File: src/rtl/keypad_scan_decoder_if.sv
// Keypad scan bus between the scan clock divider/keypad side and the decoder.
interface keypad_scan_decoder_if #(
  parameter int ROWS = 4,
  parameter int COLS = 4
);
  localparam int KW = (ROWS * COLS > 1) ? $clog2(ROWS * COLS) : 1;

  logic            clk_cut;
  logic            enable_input;
  logic            mostrar_dato;
  logic            reset_input_ff;
  logic [COLS-1:0] col_in;
  logic [ROWS-1:0] row_out;
  logic            stop_flag;
  logic [KW-1:0]   key_code;
  logic            key_valid;

  modport master (
    output clk_cut, enable_input, mostrar_dato, reset_input_ff, col_in,
    input  row_out, stop_flag, key_code, key_valid
  );

  modport slave (
    input  clk_cut, enable_input, mostrar_dato, reset_input_ff, col_in,
    output row_out, stop_flag, key_code, key_valid
  );
endinterface

File: src/rtl/keypad_scan_decoder.sv
// One-cold row scanner with synchronized, debounced column decode; freezes the
// divider on a key, publishes on mostrar_dato and re-arms after key release.
module keypad_scan_decoder #(
  parameter int ROWS           = 4,
  parameter int COLS           = 4,
  parameter int SYNC_STAGES    = 2,
  parameter int STABLE_SAMPLES = 2
) (
  input  logic                  clk,
  input  logic                  reset,
  keypad_scan_decoder_if.slave  kb
);
  localparam int RW = (ROWS > 1) ? $clog2(ROWS) : 1;
  localparam int CW = (COLS > 1) ? $clog2(COLS) : 1;
  localparam int KW = (ROWS * COLS > 1) ? $clog2(ROWS * COLS) : 1;
  localparam int NW = $clog2(STABLE_SAMPLES + 1);

  typedef enum logic [2:0] {SCAN, CONFIRM, ACCEPT, HOLD, RELEASE} state_t;

  state_t                          state_q, state_d;
  logic [RW-1:0]                   row_idx_q, row_idx_d;
  logic [RW-1:0]                   rec_row_q, rec_row_d;
  logic [CW-1:0]                   rec_col_q, rec_col_d;
  logic [NW-1:0]                   cnt_q, cnt_d;
  logic [KW-1:0]                   code_q, code_d;
  logic [KW-1:0]                   key_code_q, key_code_d;
  logic [SYNC_STAGES-1:0][COLS-1:0] sync_q, sync_d;
  logic [ROWS-1:0]                 row_out_q, row_out_d;
  logic                            stop_q, stop_d;
  logic                            valid_q, valid_d;
  logic                            clk_cut_q, clk_cut_d;

  logic            tick;
  logic [COLS-1:0] col_s;
  logic            col_any;
  logic [CW-1:0]   col_idx;

  assign clk_cut_d = kb.clk_cut;
  assign tick      = kb.clk_cut & ~clk_cut_q;
  assign col_s     = sync_q[SYNC_STAGES-1];
  assign col_any   = ~&col_s;

  // Lowest active (low) column wins when several are pressed.
  always_comb begin
    col_idx = '0;
    for (int c = COLS - 1; c >= 0; c--)
      if (!col_s[c]) col_idx = CW'(c);
  end

  function automatic logic [RW-1:0] next_row(input logic [RW-1:0] r);
    return (r == RW'(ROWS - 1)) ? '0 : r + RW'(1);
  endfunction

  always_comb begin
    state_d    = state_q;
    row_idx_d  = row_idx_q;
    rec_row_d  = rec_row_q;
    rec_col_d  = rec_col_q;
    cnt_d      = cnt_q;
    code_d     = code_q;
    key_code_d = key_code_q;
    valid_d    = 1'b0;
    sync_d[0]  = kb.col_in;
    for (int i = 1; i < SYNC_STAGES; i++) sync_d[i] = sync_q[i-1];

    unique case (state_q)
      SCAN: if (tick && kb.enable_input) begin
        if (col_any) begin
          rec_row_d = row_idx_q;
          rec_col_d = col_idx;
          cnt_d     = NW'(1);
          state_d   = (STABLE_SAMPLES == 1) ? ACCEPT : CONFIRM;
        end else begin
          row_idx_d = next_row(row_idx_q);
        end
      end
      CONFIRM: if (tick && kb.enable_input) begin
        if (col_any && col_idx == rec_col_q) begin
          cnt_d = cnt_q + NW'(1);
          if (cnt_q + NW'(1) == NW'(STABLE_SAMPLES)) state_d = ACCEPT;
        end else begin
          cnt_d     = '0;
          row_idx_d = next_row(row_idx_q);
          state_d   = SCAN;
        end
      end
      ACCEPT: begin
        code_d  = KW'(int'(rec_row_q) * COLS + int'(rec_col_q));
        state_d = HOLD;
      end
      HOLD: begin
        // Publish reads code_q, so a simultaneous clear still emits the old code.
        if (kb.mostrar_dato) begin
          key_code_d = code_q;
          valid_d    = 1'b1;
          state_d    = RELEASE;
        end
        if (kb.reset_input_ff) begin
          code_d = '0;
          cnt_d  = '0;
          sync_d = '1;
        end
      end
      RELEASE: if (kb.enable_input && tick && !col_any) begin
        row_idx_d = '0;
        state_d   = SCAN;
      end
      default: state_d = SCAN;
    endcase

    if (kb.reset_input_ff && state_q != HOLD) begin
      sync_d = '1;
      cnt_d  = '0;
    end

    stop_d             = (state_d == ACCEPT);
    row_out_d          = '1;
    row_out_d[row_idx_d] = 1'b0;
  end

  always_ff @(posedge clk or posedge reset) begin
    if (reset) begin
      state_q    <= SCAN;
      row_idx_q  <= '0;
      rec_row_q  <= '0;
      rec_col_q  <= '0;
      cnt_q      <= '0;
      code_q     <= '0;
      key_code_q <= '0;
      sync_q     <= '1;
      row_out_q  <= ~ROWS'(1);
      stop_q     <= 1'b0;
      valid_q    <= 1'b0;
      clk_cut_q  <= 1'b0;
    end else begin
      state_q    <= state_d;
      row_idx_q  <= row_idx_d;
      rec_row_q  <= rec_row_d;
      rec_col_q  <= rec_col_d;
      cnt_q      <= cnt_d;
      code_q     <= code_d;
      key_code_q <= key_code_d;
      sync_q     <= sync_d;
      row_out_q  <= row_out_d;
      stop_q     <= stop_d;
      valid_q    <= valid_d;
      clk_cut_q  <= clk_cut_d;
    end
  end

  assign kb.row_out   = row_out_q;
  assign kb.stop_flag = stop_q;
  assign kb.key_code  = key_code_q;
  assign kb.key_valid = valid_q;
endmodule

File: src/flat_wrapper.sv
// flat-port wrapper written by rule: the top's interface ports become plain ports
module keypad_scan_decoder_flat 
#(
  parameter int ROWS           = 4,
  parameter int COLS           = 4,
  parameter int SYNC_STAGES    = 2,
  parameter int STABLE_SAMPLES = 2
)
  (clk, reset, kb_clk_cut, kb_enable_input, kb_mostrar_dato, kb_reset_input_ff, kb_col_in, kb_row_out, kb_stop_flag, kb_key_code, kb_key_valid);
  keypad_scan_decoder_if #(.ROWS(ROWS), .COLS(COLS)) kb_i ();
  input  logic clk;
  input  logic reset;
  input wire logic [$bits(kb_i.clk_cut)-1:0] kb_clk_cut;
  input wire logic [$bits(kb_i.enable_input)-1:0] kb_enable_input;
  input wire logic [$bits(kb_i.mostrar_dato)-1:0] kb_mostrar_dato;
  input wire logic [$bits(kb_i.reset_input_ff)-1:0] kb_reset_input_ff;
  input wire logic [$bits(kb_i.col_in)-1:0] kb_col_in;
  output wire logic [$bits(kb_i.row_out)-1:0] kb_row_out;
  output wire logic [$bits(kb_i.stop_flag)-1:0] kb_stop_flag;
  output wire logic [$bits(kb_i.key_code)-1:0] kb_key_code;
  output wire logic [$bits(kb_i.key_valid)-1:0] kb_key_valid;
  assign kb_i.clk_cut = kb_clk_cut;
  assign kb_i.enable_input = kb_enable_input;
  assign kb_i.mostrar_dato = kb_mostrar_dato;
  assign kb_i.reset_input_ff = kb_reset_input_ff;
  assign kb_i.col_in = kb_col_in;
  assign kb_row_out = kb_i.row_out;
  assign kb_stop_flag = kb_i.stop_flag;
  assign kb_key_code = kb_i.key_code;
  assign kb_key_valid = kb_i.key_valid;
  keypad_scan_decoder #(.ROWS(ROWS), .COLS(COLS), .SYNC_STAGES(SYNC_STAGES), .STABLE_SAMPLES(STABLE_SAMPLES)) u_core (.clk(clk), .reset(reset), .kb(kb_i));
endmodule
File: config.mk
export PLATFORM = sky130hd
export DESIGN_NAME = keypad_scan_decoder_flat
export DESIGN_NICKNAME = d
export VERILOG_FILES = /design/src/rtl/keypad_scan_decoder_if.sv /design/src/rtl/keypad_scan_decoder.sv /design/src/flat_wrapper.sv
export SDC_FILE = /design/constraint.sdc
export NUM_CORES = 1
export LEC_CHECK = 0
export ABC_AREA = 1
export BUFFER_PORTS_ARGS = -buffer_cell sky130_fd_sc_hd__buf_2
export CORE_MARGIN = 2
export CORE_UTILIZATION = 55
export DETAILED_ROUTE_END_ITERATION = 10
export PLACE_DENSITY = 0.87
export SLEW_MARGIN = 10
export SYNTH_ARGS = -nofsm -noshare
export SYNTH_HDL_FRONTEND = slang
export SYNTH_SLANG_ARGS = --single-unit
File: constraint.sdc
create_clock -name clk -period 2.5 [get_ports clk]
set_input_delay 0.25 -clock clk [delete_from_list [all_inputs] [get_ports clk]]
set_output_delay 0.25 -clock clk [all_outputs]
set_load 0.01 [all_outputs]
# Yosys cells after proc, flatten, opt, wreduce, memory -nomap -nowiden
# Cells that the tools add are included.
dict set report op_classes {
  addsub 3
  n_lt_le_gt_ge 2
  eq_ne 14
  muxes 35
  bitwise 4
  reduce_logical 14
}
# operator n
set op_table {}
lappend op_table {{$mux W2} 16}
lappend op_table {{$mux W8} 3}
lappend op_table {{$mux W3} 7}
lappend op_table {{$pmux W3 S5} 1}
lappend op_table {{$pmux W2 S3} 2}
lappend op_table {{$eq A3 B2 Y1 const B} 3}
lappend op_table {{$pmux W4 S2} 1}
lappend op_table {{$ne A3 B1 Y1 const B} 2}
lappend op_table {{$ne A3 B2 Y1 const B} 2}
lappend op_table {{$logic_and A1 B1 Y1} 5}
lappend op_table {{$reduce_and A5 Y1} 1}
lappend op_table {{$add A2 B1 Y2 const B} 2}
lappend op_table {{$add A4 B2 Y4} 1}
lappend op_table {{$eq A2 B2 Y1 const B} 2}
lappend op_table {{$mux W4} 1}
lappend op_table {{$not A4 Y4} 1}
lappend op_table {{$reduce_and A2 Y1} 2}
lappend op_table {{$reduce_and A4 Y1} 1}
lappend op_table {{$reduce_bool A4 Y1} 1}
lappend op_table {{$eq A3 B1 Y1 const B} 1}
lappend op_table {{$eq A3 B3 Y1 const B} 1}
lappend op_table {{$logic_not A3 Y1} 1}
lappend op_table {{$lt A2 B3 Y1 const B} 1}
lappend op_table {{$mux W1} 3}
lappend op_table {{10 further kinds} 11}
dict set report word_totals {
  ff_bits 34
  in_bits 10
  output_inout_bits 10
  word_cells 85
}

# Depth between registers and ports, before layout
dict set report logic_depth {
  depth_word 14
  ltp_mapped 13
  ltp_nobuf 13
}

# Least setup slack after synthesis
# No wires, ideal clock.
dict set report synth_timing {
  path_type {register to register}
  startpoint {register u_core.sync_q, in the netlist u_core.col_s[0]}
  endpoint {register u_core.row_out_q[0], in the netlist u_core.kb.row_out[0]}
  setup_ns 0.116
  arrival_time_ns 1.248
  required_ns 2.384
  setup_slack_ns 1.136
  stages_incl_launch_ff 12
  path_buffers 0
  path_cell_list {dfstp_2 > nand2_2 > nor2_2 > nand2_1 > nand2_1 > nand3_2 > nand3_1 > nand2_1 > nand2_1 > nand2_2 > inv_2 > nand2_1}
}
dict set report synth_between {
  elab_chain_len 11
}
# element line_no
set synth_rtl {}
lappend synth_rtl {{from (decl)} keypad_scan_decoder.sv:27} ;# logic [SYNC_STAGES-1:0][COLS-1:0] sync_q, sync_d;
lappend synth_rtl {{from (signal assigned)} keypad_scan_decoder.sv:143} ;# sync_q <= sync_d;
lappend synth_rtl {{$mux W2 / $reduce_and A4 Y1 (equally long branches)} {keypad_scan_decoder.sv:47, keypad_scan_decoder.sv:41}}
lappend synth_rtl {{$eq A2 B2 Y1 / $logic_not A1 Y1 (equally long branches)} {keypad_scan_decoder.sv:78, keypad_scan_decoder.sv:41}}
lappend synth_rtl {{$logic_and A1 B1 Y1} keypad_scan_decoder.sv:78} ;# if (col_any && col_idx == rec_col_q) begin
lappend synth_rtl {{$mux W2} keypad_scan_decoder.sv:78}
lappend synth_rtl {{$mux W2} keypad_scan_decoder.sv:77} ;# CONFIRM: if (tick && kb.enable_input) begin
lappend synth_rtl {{$pmux W2 S3 *} keypad_scan_decoder.sv:66} ;# unique case (state_q)
lappend synth_rtl {{named net u_core.row_idx_d[1]} keypad_scan_decoder.sv:21} ;# logic [RW-1:0] row_idx_q, row_idx_d;
lappend synth_rtl {{$lt A2 B3 Y1 (implied by the code) / $ge A2 B1 Y1 (equally long branches)} keypad_scan_decoder.sv:118} ;# row_out_d[row_idx_d] = 1'b0;
lappend synth_rtl {{$logic_and A1 B1 Y1 (implied by the code)} keypad_scan_decoder.sv:118}
lappend synth_rtl {{$mux W1 (implied by the code)} keypad_scan_decoder.sv:118}
lappend synth_rtl {{$demux W1 S2 *} --}
lappend synth_rtl {{$not A4 Y4 (no source line) *} --}
lappend synth_rtl {{named net u_core.row_out_d[0]} keypad_scan_decoder.sv:28} ;# logic [ROWS-1:0] row_out_q, row_out_d;
lappend synth_rtl {{to (signal assigned)} keypad_scan_decoder.sv:131} ;# row_out_q <= ~ROWS'(1);
lappend synth_rtl {{to (signal assigned)} keypad_scan_decoder.sv:144} ;# row_out_q <= row_out_d;
lappend synth_rtl {{to (decl)} keypad_scan_decoder.sv:28}
# Mark *: on every way through the listed nets, which the timed path passes. The rest lies on a longest branch.
# A chain may end at the register's enable or synchronous reset.

# Worst setup path in the final report
# Ends and elaborated chain as after synthesis.

==> impl_metrics.toml <==
[run_status]
status = "finished clean"

[place]
io_buffer_count = 19
place.gp.congestion = 0.8470
dp_hpwl_mm = 1.949

[synth]
yosys_warnings = 0
avgSynthCellArea_um2 = 9.206
postSynthCellCount = 162
yosysUniqueCellTypes = 25
synth_seq_cells = 34
ys_seq_area_frac = 0.5797
syn_nets = 174
synth_area_um2 = 1491

[clocking]
hold_buffers = 0
clock_sinks = 34
post_cts_buffers = 0
cts_tree = "yes"
cts_buffers = 5
cts_resized = 0
htree_levels = 2
cts_buffer_depth = 2
clk_latency_ns = 0.34
clk_transition_reported_paths_ns = 0.10
cts_root_buf = "clkbuf_4"

[setup_path]
worstSetupEndpointType = "flop"
crit_path_top_delay_cell = "dfstp_2"
cp_common_cell = "nand2_1"
crit_family = "simple AND/OR/NAND/NOR gates"
reg2reg_depth = 11
cp_cell_sequence = "nand2_2 -> nor2_2 -> nand2_1 -> nand2_1 -> nand3_2 -> nand3_1 -> nand2_1 -> nand2_1 -> nand2_2 -> inv_2 -> nand2_1"
crit_fanout = 5
crit_type = "reg -> reg"
startpoint_type = "flop"
rr_startpoint = "u_core.col_s[0]"
max_stage_delay_ns = 0.56
path_buf_inv = 1
r2r_end = "u_core.kb.row_out[0]"
reg2reg_slack_ns = 0.94
required_ns = 2.74
cp.arrival_ns = 1.80

[finish]
drive_gt1_frac = 0.3757
fill_cells = 223
diodes = 0
nNetsFinal = 200
area_growth_pct = 13.17

[floorplanning]
dieArea_um2 = 3144
io_pins = 20
initial_core_util = 0.5913
core_um2 = 2522
fp.dieW_um = 56.08
rows = 18
die_h_um = 56.08

[timing]
setup_tns_ns = 0
setup_viol = 0
relSlewSlack = 0.3352
hold_ws_ns = 0.03850
fin_crit_sh = 0.6247
fin_skew_ns = 0.007831
slew_viol_final = 0
hold_violations = 0
min_period_ns = 1.562
rsz0062_at_grt = "no"
max_freq_mhz = 640.4
worstMarginPinSlew_ns = 0.9962

[grt]
grt-ovfl-total = 0
grt_start_max_net_pins = 28
grt_pass1_vias = 1116
antenna_found_initial = 0
grt_usage = 0.2000
grt_pass1_wl_mm = 4.740

[drt]
routedWlPerCell_um = 12.00
ant_nets = 0
drt_iter0_drc = 36
drc = 0
drt_pre_antenna_iters = 4
wl_mm = 2.628
via_count = 1089
viasPerCell = 4.973

[worst_hold_path]
holdPathEnd = "u_core.clk_cut_q"
hold_path.class = "in -> reg"
worst_hold_startpoint = "kb_clk_cut"
hold_path_depth = 1

[pwr]
p_leak_nw = 0.8733
powerDensity_nw_per_um2 = 892.0
peakVddDrop_mv = 0.7256

[job]
maxCapViolations = 0
[per-layer routing]
layer,share of wire,track usage,vias to the layer above
li1,-,-,554
met1,0.43,0.2415,502
met2,0.51,0.3261,27
met3,0.048,0.06977,6
met4,0.014,0.08163,0
met5,0,0,-
[worst max-delay path by stage]
stage / start / to / slack, ns / depth (start not counted)
floorplan: u_core.col_s[0] / u_core.kb.row_out[0] / 1.14 / 11
global placement: u_core.col_s[0] / u_core.kb.row_out[0] / 1.05 / 11
detailed placement: u_core.col_s[0] / u_core.kb.row_out[0] / 0.99 / 11
CTS: u_core.col_s[0] / u_core.kb.row_out[0] / 0.95 / 11
global route: u_core.col_s[0] / u_core.kb.row_out[0] / 0.80 / 11
finish: u_core.col_s[0] / u_core.kb.row_out[0] / 0.94 / 11
[Yosys cell counts]
library cell | n | area share
nand3_2 | 1 | 0.0067
clkinv_1 | 1 | 0.0025
dfrtp_1 | 23 | 0.39
inv_1 | 18 | 0.045
clkbuf_1 | 1 | 0.0025
a22oi_1 | 1 | 0.0050
nand2_2 | 6 | 0.025
o22ai_1 | 2 | 0.0084
nor2_4 | 2 | 0.015
a21boi_0 | 1 | 0.0050
o21ai_0 | 5 | 0.017
nor2_1 | 5 | 0.013
ha_1 | 2 | 0.017
o21ai_1 | 5 | 0.017
a21oi_1 | 2 | 0.0067
or2_2 | 8 | 0.034
nor4_1 | 1 | 0.0042
inv_2 | 7 | 0.018
dfstp_2 | 11 | 0.19
nor2_2 | 6 | 0.025
o21ai_2 | 2 | 0.012
nand3_1 | 8 | 0.027
nand2_1 | 41 | 0.10
nor3_1 | 2 | 0.0067
a21oi_2 | 1 | 0.0059
[state kept, by name, summed over array words and instances (netlist names)]
register             flops
u_core.row_idx_q         2
u_core.sync_q            4
u_core.kb.key_valid      1
u_core.code_q            4
u_core.kb.row_out        4
u_core.cnt_q             2
u_core.clk_cut_q         1
u_core.state_q           3
u_core.rec_row_q         2
u_core.col_s             4
u_core.kb.key_code       4
u_core.rec_col_q         2
u_core.kb.stop_flag      1
[cells by family after synthesis]
group                      share of synthesized area
and+or+nand+nor                               0.2592
DFF                                           0.5797
buffers and inverters                        0.06795
AOI/OAI and AO/OA                            0.07634
adders and majority gates                    0.01678
[power by group]
group | internal [mW] | switching (mW) | total, mW
clock | 0.136 | 0.172 | 0.308
combinational | 0.159 | 0.287 | 0.446
sequential | 0.687 | 0.0641 | 0.752
[cells in the final DEF (no fill, tap or decap)]
cell type,instances
nand2_1,41
dfrtp_1,23
buf_2,19
inv_1,18
dfstp_2,11
nand3_1,8
or2_2,8
inv_2,7
nor2_2,6
nand2_2,6
o21ai_0,5
nor2_1,5
o21ai_1,5
clkbuf_4,5
a21oi_1,2
o22ai_1,2
nor2_4,2
o21ai_2,2
nor3_1,2
ha_1,2
nand3_2,1
clkinv_1,1
a21boi_0,1
a21oi_2,1
nor4_1,1
a22oi_1,1
clkinv_2,1
clkbuf_1,1
clkbuf_8,1
buf_4,1
[through the flow]
stage               setup WS, ns  instances  power [mW]  utilization  area [um^2]
CTS                       0.9483        219       1.524       0.6691         1688
global route              0.8022        219       1.625       0.6691         1688
finish                    0.9384        219       1.505       0.6691         1688
global placement           1.049        211       1.173       0.6453         1628
floorplan                  1.136        162       1.087            -         1491
detailed placement        0.9881        211       1.208       0.6453         1628
[cell type report]
| type | instances | area, um^2 | area share |
|---|---|---|---|
| timing repair buffer | 20 | 102.6 | 0.06079 |
| inverter | 26 | 97.59 | 0.05782 |
| sequential | 34 | 864.6 | 0.5122 |
| clock inverter | 1 | 5.005 | 0.002965 |
| multi-input combinational | 101 | 525.5 | 0.3113 |
| tap | 30 | 37.54 | 0.02224 |
| clock buffer | 7 | 55.05 | 0.03262 |
No activity file was read; power rests on OpenSTA's default activity.
